[src/rtl/shifter_pkg.sv]
// Shared types and stage-partitioning helpers for the pipelined barrel shifter.
// Used by shift_stage and pipe_shifter (optional flags: SHIFTER_FLAGS_EN).
package shifter_pkg;

    typedef enum logic [1:0] {
        SH_SLL = 2'b00,
        SH_SRA = 2'b01,
        SH_ROR = 2'b10,
        SH_SRL = 2'b11
    } shift_mode_e;

    // Levels handled by stage k; earlier stages absorb the remainder.
    function automatic int stage_num_levels(input int levels, input int stages, input int k);
        return (levels / stages) + ((k < (levels % stages)) ? 1 : 0);
    endfunction

    function automatic int stage_first_level(input int levels, input int stages, input int k);
        int first = 0;
        for (int i = 0; i < k; i++) begin
            first += stage_num_levels(levels, stages, i);
        end
        return first;
    endfunction

endpackage

[src/rtl/shift_stage.sv]
// Combinational group of barrel-shifter levels 2^FIRST_LEVEL .. 2^(FIRST_LEVEL+NUM_LEVELS-1).
// With SHIFTER_FLAGS_EN defined it also tracks the last bit shifted out.
module shift_stage
    import shifter_pkg::*;
#(
    parameter int WIDTH       = 16,
    parameter int FIRST_LEVEL = 0,
    parameter int NUM_LEVELS  = 1
) (
    input  logic [WIDTH-1:0]      i_data,
    input  logic [NUM_LEVELS-1:0] i_shamt,
    input  shift_mode_e           i_mode,
    input  logic                  i_sign,
`ifdef SHIFTER_FLAGS_EN
    input  logic                  i_carry,
    output logic                  o_carry,
`endif
    output logic [WIDTH-1:0]      o_data
);

    logic [WIDTH-1:0] w_lvl_data [NUM_LEVELS+1];

    assign w_lvl_data[0] = i_data;
    assign o_data        = w_lvl_data[NUM_LEVELS];

`ifdef SHIFTER_FLAGS_EN
    logic w_lvl_carry [NUM_LEVELS+1];

    assign w_lvl_carry[0] = i_carry;
    assign o_carry        = w_lvl_carry[NUM_LEVELS];
`endif

    for (genvar l = 0; l < NUM_LEVELS; l++) begin : g_level
        localparam int AMT = 1 << (FIRST_LEVEL + l);

        logic [WIDTH-1:0] w_cur;
        logic [AMT-1:0]   w_top;
        logic [WIDTH-1:0] w_shifted;

        assign w_cur = w_lvl_data[l];

        // Bits entering from the MSB side on right shifts: wrapped bits, sign, or zero.
        always_comb begin
            w_top = '0;
            if (i_mode == SH_ROR) begin
                w_top = w_cur[AMT-1:0];
            end else if (i_mode == SH_SRA) begin
                w_top = {AMT{i_sign}};
            end
        end

        assign w_shifted = (i_mode == SH_SLL) ? {w_cur[WIDTH-AMT-1:0], {AMT{1'b0}}}
                                              : {w_top, w_cur[WIDTH-1:AMT]};
        assign w_lvl_data[l+1] = i_shamt[l] ? w_shifted : w_cur;

`ifdef SHIFTER_FLAGS_EN
        logic w_out_bit;

        assign w_out_bit = (i_mode == SH_SLL) ? w_cur[WIDTH-AMT] : w_cur[AMT-1];
        assign w_lvl_carry[l+1] = i_shamt[l] ? w_out_bit : w_lvl_carry[l];
`endif
    end

endmodule

[src/rtl/pipe_shifter.sv]
// Pipelined SLL/SRA/ROR/SRL barrel shifter with valid/ready flow control.
// Optional zero/carry outputs are enabled by defining SHIFTER_FLAGS_EN.
module pipe_shifter
    import shifter_pkg::*;
#(
    parameter  int WIDTH       = 16,
    parameter  int PIPE_STAGES = 2,
    localparam int SHAMT_W     = $clog2(WIDTH)
) (
    input  logic               clk,
    input  logic               rst,
    input  logic               in_valid,
    output logic               in_ready,
    input  logic [WIDTH-1:0]   in_data,
    input  logic [SHAMT_W-1:0] in_shamt,
    input  logic [1:0]         in_mode,
    output logic               out_valid,
    input  logic               out_ready,
`ifdef SHIFTER_FLAGS_EN
    output logic               out_zero,
    output logic               out_carry,
`endif
    output logic [WIDTH-1:0]   out_data
);

    localparam int LAST = PIPE_STAGES - 1;

    // Handshake: a beat moves when valid && ready on either side. The whole pipe
    // advances together whenever the output slot is empty or being consumed, so
    // in_ready depends only on out_ready and stage state, never on in_valid.
    logic w_adv;
    logic w_out_valid;

    for (genvar k = 0; k < PIPE_STAGES; k++) begin : g_stage
        localparam int FIRST = stage_first_level(SHAMT_W, PIPE_STAGES, k);
        localparam int NUM   = stage_num_levels(SHAMT_W, PIPE_STAGES, k);
        localparam int REM   = SHAMT_W - FIRST;

        logic [WIDTH-1:0] w_src_data;
        logic [REM-1:0]   w_src_shamt;
        shift_mode_e      w_src_mode;
        logic             w_src_sign;
        logic             w_src_valid;
        logic [WIDTH-1:0] w_res_data;
        logic [WIDTH-1:0] r_data;
        logic             r_valid;
`ifdef SHIFTER_FLAGS_EN
        logic             w_src_carry;
        logic             w_res_carry;
        logic             r_carry;
`endif

        if (k == 0) begin : g_head
            assign w_src_data  = in_data;
            assign w_src_shamt = in_shamt;
            assign w_src_mode  = shift_mode_e'(in_mode);
            assign w_src_sign  = in_data[WIDTH-1];
            assign w_src_valid = in_valid;
`ifdef SHIFTER_FLAGS_EN
            assign w_src_carry = 1'b0;
`endif
        end else begin : g_tail
            assign w_src_data  = g_stage[k-1].r_data;
            assign w_src_shamt = g_stage[k-1].g_ctl.r_shamt;
            assign w_src_mode  = g_stage[k-1].g_ctl.r_mode;
            assign w_src_sign  = g_stage[k-1].g_ctl.r_sign;
            assign w_src_valid = g_stage[k-1].r_valid;
`ifdef SHIFTER_FLAGS_EN
            assign w_src_carry = g_stage[k-1].r_carry;
`endif
        end

        shift_stage #(
            .WIDTH       (WIDTH),
            .FIRST_LEVEL (FIRST),
            .NUM_LEVELS  (NUM)
        ) u_shift_stage (
            .i_data  (w_src_data),
            .i_shamt (w_src_shamt[NUM-1:0]),
            .i_mode  (w_src_mode),
            .i_sign  (w_src_sign),
`ifdef SHIFTER_FLAGS_EN
            .i_carry (w_src_carry),
            .o_carry (w_res_carry),
`endif
            .o_data  (w_res_data)
        );

        always_ff @(posedge clk) begin
            if (rst) begin
                r_valid <= 1'b0;
            end else if (w_adv) begin
                r_valid <= w_src_valid;
            end
        end

        always_ff @(posedge clk) begin
            if (w_adv) begin
                r_data <= w_res_data;
`ifdef SHIFTER_FLAGS_EN
                r_carry <= w_res_carry;
`endif
            end
        end

        // Only the still-unconsumed shamt bits, mode and sign travel onward.
        if (k < LAST) begin : g_ctl
            logic [REM-NUM-1:0] r_shamt;
            shift_mode_e        r_mode;
            logic               r_sign;

            always_ff @(posedge clk) begin
                if (w_adv) begin
                    r_shamt <= w_src_shamt[REM-1:NUM];
                    r_mode  <= w_src_mode;
                    r_sign  <= w_src_sign;
                end
            end
        end
    end

    assign w_out_valid = g_stage[LAST].r_valid;
    assign w_adv       = out_ready || !w_out_valid;
    assign in_ready    = w_adv;
    assign out_valid   = w_out_valid;
    assign out_data    = w_out_valid ? g_stage[LAST].r_data : '0;

`ifdef SHIFTER_FLAGS_EN
    assign out_zero  = w_out_valid && (g_stage[LAST].r_data == '0);
    assign out_carry = w_out_valid && g_stage[LAST].r_carry;
`endif

endmodule

[config.mk]
export PLATFORM = sky130hd
export DESIGN_NAME = pipe_shifter
export DESIGN_NICKNAME = d
export VERILOG_FILES = /design/src/rtl/shifter_pkg.sv /design/src/rtl/shift_stage.sv /design/src/rtl/pipe_shifter.sv
export SDC_FILE = /design/constraint.sdc
export NUM_CORES = 1
export LEC_CHECK = 0
export BUFFER_PORTS_ARGS = -buffer_cell sky130_fd_sc_hd__clkbuf_2
export CAP_MARGIN = 20
export CORE_MARGIN = 4
export CORE_UTILIZATION = 45
export DETAILED_ROUTE_END_ITERATION = 8
export GPL_ROUTABILITY_DRIVEN = 1
export PLACE_DENSITY = 0.73
export SETUP_SLACK_MARGIN = 0.2
export SYNTH_ARGS = -nofsm -noshare
export SYNTH_HDL_FRONTEND = slang
export SYNTH_HIERARCHICAL = 1
export SYNTH_SLANG_ARGS = --single-unit
export TNS_END_PERCENT = 1
[constraint.sdc]
create_clock -name clk -period 4.2 [get_ports clk]
set_input_delay 0.63 -clock clk [delete_from_list [all_inputs] [get_ports clk]]
set_output_delay 0.63 -clock clk [all_outputs]
set_load 0.02 [all_outputs]
==> metrics.txt <==
Slew Limit Fails=0; min-delay worst type=reg2reg; GPL Wtd Cong=0.831; skew final=0.00678 ns; PostCTS Resize Cnt=0; DP HPWL=about 4700 µm; # rows=29; FFs w/ async S/R, synth=0%; DRC violations left=0; Slew @ Worst Pin=between 1 and 1.5 ns; multiplexer share of the synthesized area=10.2%; Syn-to-layout area delta=8.47%; Leak=1.27 nW; most frequent cells in the layout=clkbuf_2 (43), edfxtp_1 (37), and2_2 (16), o21ai_0 (16), nor2_1 (15); Fin Hold WS=0.445 ns; Synth Area in Simple Gates=20.6%; arrival time at the worst endpoint=1.82 ns; grt met1 use=22.4%; Worst Setup Path Type=reg2out; pwr/cell area=323 mW/mm²; RSZ-0062 raised after global routing=false; GRT met3 Usage=3.92%; clock buffer depth=2; Post-Syn Area=between 0.003 and 0.004 mm²; EDFF count, synth=37; DRT Wirelength=6670 µm; Achievable Freq=between 0.4 and 0.5 GHz; setup TNS=0 ns; CP startpoint kind=register; compound-cell area share of the yosys netlist=24.7%; critical path's largest stage delay=0.61 ns; crit-path cells=nand2b_2 > clkbuf_2; Seq cells post-synth=39; Netlist cell types=56; WP buf/inv=1; Via-to-Cell Ratio=6.20; Global Route met2 Usage=25.4%; global-route wire length before repair=approximately 11000 µm; IO Port Bufs=43; share of post-route cells with drive strength above 1=28.1%; Crit path required time=roughly 3.6 ns; drt wl/cell=about 17 µm; drt first pass iters=4; DIE AREA=0.00818 mm²; TritonCTS clock tree=yes; Seq/Total Area, Yosys=a little under two fifths; Horiz. Die Dim=90.4 µm; Root Driver=clkbuf_8; crit path max fanout=40; final worst-path cycle share=58.3%; Post-Synth XOR/XNOR Area=0%; Mean Syn Cell Area=10.1 µm²; critical path's top delay family=simple AND/OR/NAND/NOR gates; Ys Warns=6; largest family of logic cells by synthesized area=compound AO/OA/AOI/OAI gates; crit end category=output pin; status=completed; max-cap viol count=0; nets=roughly 350; VDD IR max=0.147 mV; final hold violation count=0; core area=0.00646 mm²; DRT antenna net count=0; Die Span Y=approximately 90 µm; initial cell density of the core=47.3%; largest net degree at the start of global routing=57; vias in the first global route=2157; # H-tree levels=2; GR Overflow Total=0; setup bufs post-CTS=0; GR Util All Layers=16.2%; Post-synth top flop=edfxtp_1; clk slew on worst S/H paths=0.07 ns; Syn Inst Count=302; syn_nets=328; clk_lat worst skew=0.29 ns; GR peak layer=met2; clock sink count=39; CTS Hold Bufs=0; initial antenna violation count=0; Post-Synth Adder-Cell Area=0%; via count=between 2000 and 2500; Starting DRT DRC Count=approximately 140; most common cell after layout, fill and taps aside=clkbuf_2; minimum clock period after layout=2.45 ns; Slowest cell on crit path=nand2b_2; Worst slew margin=between 20% and 30%; ant diodes=0; Final Setup Violations=0; io pins=44; CTS Buf Count=5
-- per-stage QoR --
step	std cells	cell area [µm²]	power, mW	util (%)	worst slack [ns]
4_1_cts	401	3320	1.08	51.4	1.67
3_3_place_gp	393	3210	0.772	49.7	1.66
2_1_floorplan	302	3060	0.714	-	2.31
3_5_place_dp	393	3210	0.779	49.7	1.60
6_report	401	3320	1.07	51.4	1.75
5_1_grt	401	3320	1.13	51.4	1.52
-- layer usage --
metal  vias to the layer above  wire (µm)
met4                         0         78
met3                         7        445
met2                        85       3100
li1                       1227          -
met5                         -          0
met1                      1167       3040
-- cells by family after synthesis --
kind of cell / after synthesis
AOI/OAI and AO/OA: 103
and+or+nand+nor: 100
buffers and inverters: 40
DFF: 39
muxes: 20
-- power breakdown --
| part | leakage, nW | total, mW | switching, mW | internal, mW |
|---|---|---|---|---|
| sequential | 0.413 | 0.532 | 0.0442 | 0.487 |
| clock | 0.0556 | 0.298 | 0.124 | 0.174 |
| combinational | 0.803 | 0.240 | 0.127 | 0.114 |
-- cell usage after synthesis, drive strengths merged, types with 9 or more instances --
cell type	n	share of area (%)
nor2	16	2.0
a21oi	11	1.8
clkbuf	9	1.1
o21ai	20	3.4
buf	22	4.6
a311oi	14	4.2
or3b	11	3.2
nand2b	11	2.3
and2	17	4.1
a31oi	9	1.8
inv	9	1.1
nor2b	14	2.9
edfxtp	37	36
nand2	10	1.2
-- state kept, by name, summed over array words and instances (netlist names) --
name,flops
g_stage.g_ctl.r_sign,1
out_valid,1
g_stage.r_valid,1
g_stage.g_ctl.r_shamt,2
g_stage.g_ctl.r_mode,2
g_stage.r_data,32
-- layout make-up --
type | instances | area (µm²)
clock inverters | 3 | 38.8
fillers | 614 | 3140
multi-input cells | 223 | 1700
clock buffers | 5 | 68.8
well taps | 77 | 96.3
inverters | 9 | 33.8
repair buffers | 45 | 230
flip-flops and latches | 39 | 1150
-- worst paths after layout --
| path | from | to | slack [ns] | cells past startpoint |
|---|---|---|---|---|
| setup reg to reg | g_stage[0].g_ctl.r_mode[0]$_DFFE_PP_ | g_stage[1].r_data[9]$_DFFE_PP_ | 2.09 | 3 |
| hold / removal | g_stage[0].r_valid$_SDFFE_PP0P_ | out_valid$_SDFFE_PP0P_ | 0.45 | 2 |
| setup / recovery | out_valid$_SDFFE_PP0P_ | in_ready | 1.75 | 2 |
| hold reg to reg | g_stage[0].r_valid$_SDFFE_PP0P_ | out_valid$_SDFFE_PP0P_ | 0.45 | 2 |
-- worst reg2reg max path, cell delays in order, from the launching register on --
cell and delay [ns]:
edfxtp_1 0.99, or2_2 0.39, o21ai_0 0.12, o32a_1 0.36
(Power assumes the default switching activity.)
